<file path="src/rtl/ysyx_23060136_ifu_fetch.sv">
// Instruction fetch front end: issues one I-cache request per committed PC and hands the instruction to IDU.
// Latency: capture -> request next cycle; with ready and response each on their first cycle, IFU_valid 3 cycles after capture.
// Backpressure: request held stable until icache_req_ready; result held in HOLD while FORWARD_stallIF; flush kills in-flight work.
//
// Ports:
//   clk, rst                          - clock, asynchronous active-low reset
//   BRANCH_flushIF, BHT_flushIF       - redirect (either one flushes)
//   FORWARD_stallIF                   - IDU cannot take the held instruction
//   IFU2_pc, IFU2_commit              - next PC to fetch and its valid
//   icache_req_valid/addr/ready       - I-cache request handshake
//   icache_rsp_valid/inst/err         - single-beat I-cache response
//   IFU_pc/inst/valid/fault           - fetched instruction to IDU
//   IFU_busy                          - a request is outstanding
module ysyx_23060136_ifu_fetch (
    input  logic        clk,
    input  logic        rst,
    input  logic        BRANCH_flushIF,
    input  logic        BHT_flushIF,
    input  logic        FORWARD_stallIF,
    input  logic [31:0] IFU2_pc,
    input  logic        IFU2_commit,
    output logic        icache_req_valid,
    output logic [31:0] icache_req_addr,
    input  logic        icache_req_ready,
    input  logic        icache_rsp_valid,
    input  logic [31:0] icache_rsp_inst,
    input  logic        icache_rsp_err,
    output logic [31:0] IFU_pc,
    output logic [31:0] IFU_inst,
    output logic        IFU_valid,
    output logic        IFU_fault,
    output logic        IFU_busy
);

    localparam logic [31:0] RESET_PC = 32'h8000_0000;
    localparam logic [31:0] NOP_INST = 32'h0000_0013;

    // KILL: request still presented but its result is doomed.
    // DRAIN: request accepted, waiting only to swallow the response.
    typedef enum logic [2:0] {
        S_IDLE,
        S_REQ,
        S_WAIT,
        S_HOLD,
        S_KILL,
        S_DRAIN
    } state_t;

    state_t      r_state;
    state_t      w_state_nxt;
    logic [31:0] r_addr;
    logic [31:0] r_inst;
    logic        r_fault;
    logic        w_flush;
    logic        w_capture;
    logic        w_latch;

    assign w_flush = BRANCH_flushIF | BHT_flushIF;

    always_comb begin
        w_state_nxt = r_state;
        w_capture   = 1'b0;
        w_latch     = 1'b0;
        case (r_state)
            S_IDLE: begin
                if (IFU2_commit && !w_flush) begin
                    w_capture   = 1'b1;
                    w_state_nxt = S_REQ;
                end
            end
            S_REQ: begin
                if (icache_req_ready) begin
                    w_state_nxt = w_flush ? S_DRAIN : S_WAIT;
                end else if (w_flush) begin
                    w_state_nxt = S_KILL;
                end
            end
            S_KILL: begin
                // The request cannot be withdrawn; wait for acceptance, then swallow the response.
                if (icache_req_ready) begin
                    w_state_nxt = S_DRAIN;
                end
            end
            S_WAIT: begin
                if (icache_rsp_valid) begin
                    if (w_flush) begin
                        w_state_nxt = S_IDLE;
                    end else begin
                        w_latch     = 1'b1;
                        w_state_nxt = S_HOLD;
                    end
                end else if (w_flush) begin
                    w_state_nxt = S_DRAIN;
                end
            end
            S_DRAIN: begin
                if (icache_rsp_valid) begin
                    w_state_nxt = S_IDLE;
                end
            end
            S_HOLD: begin
                if (w_flush) begin
                    w_state_nxt = S_IDLE;
                end else if (!FORWARD_stallIF) begin
                    if (IFU2_commit) begin
                        w_capture   = 1'b1;
                        w_state_nxt = S_REQ;
                    end else begin
                        w_state_nxt = S_IDLE;
                    end
                end
            end
            default: begin
                w_state_nxt = S_IDLE;
            end
        endcase
    end

    always_ff @(posedge clk or negedge rst) begin
        if (!rst) begin
            r_state <= S_IDLE;
        end else begin
            r_state <= w_state_nxt;
        end
    end

    // One address register serves both the request and the PC reported with the result;
    // it only changes on capture, so it is stable throughout REQ/KILL/WAIT/HOLD.
    always_ff @(posedge clk or negedge rst) begin
        if (!rst) begin
            r_addr  <= RESET_PC;
            r_inst  <= NOP_INST;
            r_fault <= 1'b0;
        end else begin
            if (w_capture) begin
                r_addr <= IFU2_pc;
            end
            if (w_latch) begin
                r_inst  <= icache_rsp_err ? NOP_INST : icache_rsp_inst;
                r_fault <= icache_rsp_err;
            end
        end
    end

    // All outputs come from registers or state decode only.
    assign icache_req_valid = (r_state == S_REQ) || (r_state == S_KILL);
    assign icache_req_addr  = r_addr;
    assign IFU_pc           = r_addr;
    assign IFU_inst         = r_inst;
    assign IFU_fault        = r_fault;
    assign IFU_valid        = (r_state == S_HOLD);
    assign IFU_busy         = (r_state == S_REQ) || (r_state == S_KILL) ||
                              (r_state == S_WAIT) || (r_state == S_DRAIN);

endmodule

</file>
<file path="config.mk">
export PLATFORM = sky130hd
export DESIGN_NAME = ysyx_23060136_ifu_fetch
export DESIGN_NICKNAME = d
export VERILOG_FILES = /design/src/rtl/ysyx_23060136_ifu_fetch.sv
export SDC_FILE = /design/constraint.sdc
export NUM_CORES = 1
export LEC_CHECK = 0
export ABC_AREA = 1
export CORE_ASPECT_RATIO = 0.6
export CORE_MARGIN = 5
export CORE_UTILIZATION = 39
export CTS_CLUSTER_DIAMETER = 60
export DETAILED_ROUTE_END_ITERATION = 8
export PLACE_DENSITY_LB_ADDON = 0.05
export RECOVER_POWER = 25
export SYNTH_ARGS = -nofsm -noshare
export SYNTH_HDL_FRONTEND = slang
export SYNTH_SLANG_ARGS = --single-unit
</file>
<file path="constraint.sdc">
create_clock -name clk -period 1.8 [get_ports clk]
set_clock_uncertainty 0.1 [all_clocks]
set_input_delay 0.54 -clock clk [delete_from_list [all_inputs] [get_ports clk]]
set_output_delay 0.54 -clock clk [all_outputs]
set_load 0.1 [all_outputs]
</file>
; After elaboration in Yosys (flattened, before gate mapping)
; Index checks and enable logic that the tools add are counted.
[op_classes]
n_eq_ne = 11
n_mux = 22
bitwise = 1
reduce_logical = 7
[ops]
columns = operator, n
row1 = 32-bit 2-to-1 mux, 1
row2 = 3-bit 2-to-1 mux, 10
row3 = 3-bit case mux with 6 select lines, 1
row4 = 1-bit 2-to-1 mux, 8
row5 = 3-bit by 2-bit == test with 1-bit output (second input constant), 2
row6 = 3-bit == test (second input constant), 2
row7 = 2-bit inequality test (second input constant), 3
row8 = 3-bit inequality test (second input constant), 2
row9 = 6-bit AND reduction, 1
row10 = 3-bit by 1-bit == test with 1-bit output (second input constant), 1
row11 = 3-bit logical NOT, 1
row12 = 1-bit logical OR, 3
row13 = 3-bit by 2-bit inequality test with 1-bit output (second input constant), 1
row14 = 2-bit 2-to-1 mux, 1
row15 = 1-bit case mux with 2 select lines, 1
row16 = 1-bit logical AND, 1
row17 = 1-bit logical NOT, 1
row18 = 1-bit OR, 1
[word_totals]
ff_bits = 68
input_bits = 73
output_inout_bits = 100

; Longest topological paths before layout
[logic_depth]
ltp_word = 5
mapped_depth = 8
mapped_depth_nobuf = 8

; Worst setup path after synthesis
; No wires, ideal clock.
[synth_timing]
kind = flip-flop to output port
from = register r_state[0]
to = output port IFU_busy
t_arrival_ns = 1.454
required_ns = 1.160
slack_ns = -0.294
path_stages_with_launch = 4
path_cell_list = dfrtp_1 > nor2_1 > nand2_1 > nand3_1
[synth_via]
elab_chain_len = 4
[synth_lines]
columns = item, line
row1 = "start, declared", 49  ; state_t r_state;
row2 = "start signal, assigned", 123  ; r_state <= w_state_nxt;
row3 = 3-bit by 1-bit == test with 1-bit output or 3-bit == test (tied branches), 152  ; assign IFU_busy = (r_state == S_REQ) || (r_state == S_KILL) ||
row4 = 1-bit logical OR (2 in a row), 152
row5 = 1-bit logical OR *, 153  ; (r_state == S_WAIT) || (r_state == S_DRAIN);
row6 = "end, declared", 32  ; output logic IFU_busy
; Every way passes the cells marked *; elsewhere a longest branch is shown, timed or not.

; Worst setup path after layout
; Same ends and word-level chain as after synthesis.

==> results.json <==
{
  "run_status": "finished, violations left",
  "failing_checks": "negative setup slack",
  "timing.reg2reg.setup_slack_ns": -0.10,
  "rr_startpoint": "r_state[0]",
  "numCtsBuffers": 9,
  "area.growth.synth_to_final_pct": 120,
  "wl_mm": 12.7,
  "final_max_slew_viol_count": 0,
  "synth.most_common_cell": "nand2_1",
  "postSynth.topFlopCell": "dfrtp_1",
  "tritoncts_clock_tree": "yes",
  "critical-path-slowest-cell": "dfrtp_2",
  "synthesis.nets": 446,
  "cp_slowest_stage_delay_ns": 0.49,
  "crit_path_start_kind": "register",
  "vias_after_detailed_routing": 3171,
  "layout.nets": 624,
  "drive_gt1_share_pct": 49.1,
  "cts.htree.levels": 3,
  "critical_path_data_arrival_time_ns": 1.35,
  "fin_worst_hold_slack_ns": 0.365,
  "r2r_cells": 9,
  "number_of_global_route_vias_before_repair": 3152,
  "core_box_area_um2": 7790,
  "setup.worst_path.end": "IFU_busy",
  "timing.critical_path.max_delay_family": "flip-flops",
  "gr-total-overflow": 0,
  "detail-route-antenna-nets": 0,
  "setup_tns_ns": -3.73,
  "setup.worst_path.start": "r_state[0]",
  "number_of_flops_mapped_to_enable_cells_by_yosys": 0,
  "yosys.area_share.simple_pct": 23.1,
  "dp.cells": 620,
  "setup_repair_after_global_routing_missed_its_margin": "yes",
  "synth.lib_cells_used.distinct": 20,
  "final.period_utilization_pct": 111,
  "starting_density_pct": 39.7,
  "async_reset_ff_share_pct": 100,
  "crit_path_max_fanout": 6,
  "largest_family_of_logic_cells_by_synthesized_area": "simple AND/OR/NAND/NOR gates",
  "finish.cell_count_without_fillers": 664,
  "yosys_warnings": 0,
  "post_synth_fa_ha_maj_area_fraction_pct": 0,
  "top_level_i_o_count": 173,
  "pre_cts_slack_ns": -0.412,
  "critPathBufInv": 1,
  "highest_clock_rate_mhz": 503,
  "critical_path_class": "register to output port",
  "grt_antenna_before_repair": 0,
  "clockRootBuffer": "clkbuf_16",
  "first_iter_violations": 172,
  "cp_data_required_time_ns": 1.16,
  "critical_path_depth": 4,
  "place_congestion": 0.836,
  "drt_pass1_iterations": 5,
  "hold_viol_final": 0,
  "yosys-mux-area-fraction_pct": 0,
  "rows": 25,
  "yosysTopAreaCellShare_pct": 51.8,
  "drt_drc_violations_left": 0,
  "max-clock-path-buffers": 2,
  "ctsHoldBuffers": 0,
  "post_synth_inst_count": 373,
  "synth_compound_gate_area_share_pct": 6.55,
  "fin_ws_ns": -0.189,
  "dieWidth_um": 125,
  "hpwlAfterDp_mm": 7.29,
  "synthXorXnorAreaFrac_pct": 0,
  "vias_per_cell": 4.78,
  "synthesis.area_um2": 3090,
  "worstReg2RegEnd": "IFU_inst[24]",
  "register_bit_total_from_synthesis": 68,
  "die_footprint_um2": 9870,
  "max_slew_margin_pct": 38.8,
  "pin_count_of_the_biggest_net_entering_global_routing": 69,
  "wl_per_cell_um": 19.2,
  "final_setup_violation_count": 62,
  "synth_top_cell_by_area": "dfrtp_1",
  "clk_pin_slew_ns": 0.06,
  "yosys-top-cells-area": "dfrtp_1 52%, nand2_1 17%, buf_4 8.5%",
  "fin_crit_ns": 1.99,
  "post_synth.cell_area_avg_um2": 8.29,
  "grt_first_pass_wirelength_mm": 16.2,
  "timing_worst_slew_pin_value_ns": 0.918,
  "synth_top_cells_by_count": "139 x nand2_1, 64 x dfrtp_1, 42 x inv_1",
  "proportion_of_synthesized_chip_area_in_sequential_cells_pct": 55.2,
  "timing.critical_path.to_type": "output port",
  "die_height_um": 79.0,
  "grtUsageTotal_pct": 20.9,
  "port-buffer-count": 172,
  "path_cells": "nor2_4 -> nand2_4 -> nand3_4 -> buf_12",
  "antenna_cells_inserted": 0,
  "clock_insertion_delay_worst_skew_ns": 0.33,
  "worstHoldPathType": "primary input to asynchronous set/reset pin",
  "cts.sink_count": 68,
  "max-cap-violations": 0
}
stage by stage:
step	instance area (um^2)	utilization (%)
3_3_place_gp	5830	74.8
5_1_grt	6820	87.5
4_1_cts	6240	80.1
3_5_place_dp	5830	74.8
6_report	6820	87.5
2_1_floorplan	3150	-
registers in the layout, summed over array words and instances (netlist names):
signal	cells
IFU_fault	1
IFU_pc	32
IFU_inst	32
r_state	3
cell type report:
class / count / area, um^2
repair buffers: 211 / 3220
flip-flops and latches: 68 / 1750
multi-input cells: 217 / 1260
fillers: 345 / 971
clock buffers: 14 / 264
inverters: 44 / 176
well taps: 108 / 135
clock inverters: 2 / 10.0
how the worst min path moves through the flow:
stage	startpoint	to	slack [ns]	cells past startpoint
after floorplan	rst	IFU_fault	0.14	0
after global placement	IFU_inst[0]	IFU_inst[0]	0.42	2
after detailed placement	IFU_inst[4]	IFU_inst[4]	0.43	2
after CTS	rst	IFU_inst[18]	0.15	2
after global routing	IFU_inst[0]	IFU_inst[0]	0.45	2
final	rst	IFU_inst[18]	0.36	2
layer usage:
metal	global-route usage [%]	vias up	part of all wire, %
li1	-	1464	-
met1	24.1	1522	39
met2	35.7	156	50
met3	9.14	29	8.8
met4	5.95	0	2.4
met5	0	-	0
kinds of logic after synthesis:
group                  after synthesis
AND/OR/NAND/NOR                    180
buffers and inverters               88
flip-flops                          68
AO/OA/AOI/OAI                       37
repair_timing:
| item | in CTS | in global routing |
|---|---|---|
| resized for setup | 22 | 117 |
| setup buffers | 7 | 12 |
| endpoints found under the setup margin | 34 | 67 |
| cloned | 0 | 10 |
| pin swaps | 2 | 21 |
cells in the final DEF (no fill, tap or decap), types with 3 or more instances in the layout:
cell             Yosys  routed
buf_12               0     106
nand2_1            139      83
clkdlybuf4s50_1      0      69
nand2_2              1      42
inv_1               42      38
dfrtp_2              0      34
dfrtp_1             64      30
nor2_1              27      23
buf_4               35      21
o21ai_1              2      17
nand2_4              0      15
clkbuf_16            0      15
o21ai_0             32       8
o21ai_2              0       6
nand3_1              9       6
nand3_4              0       4
dfstp_2              4       3
inv_2                2       3
nor2_4               0       3
o21ai_4              0       3
clkbuf_1             2       3
buf_6                0       3
Power is left out: the tool's default activity adds up to more than one toggle a clock period on the data nets, which glitch-free logic cannot reach.
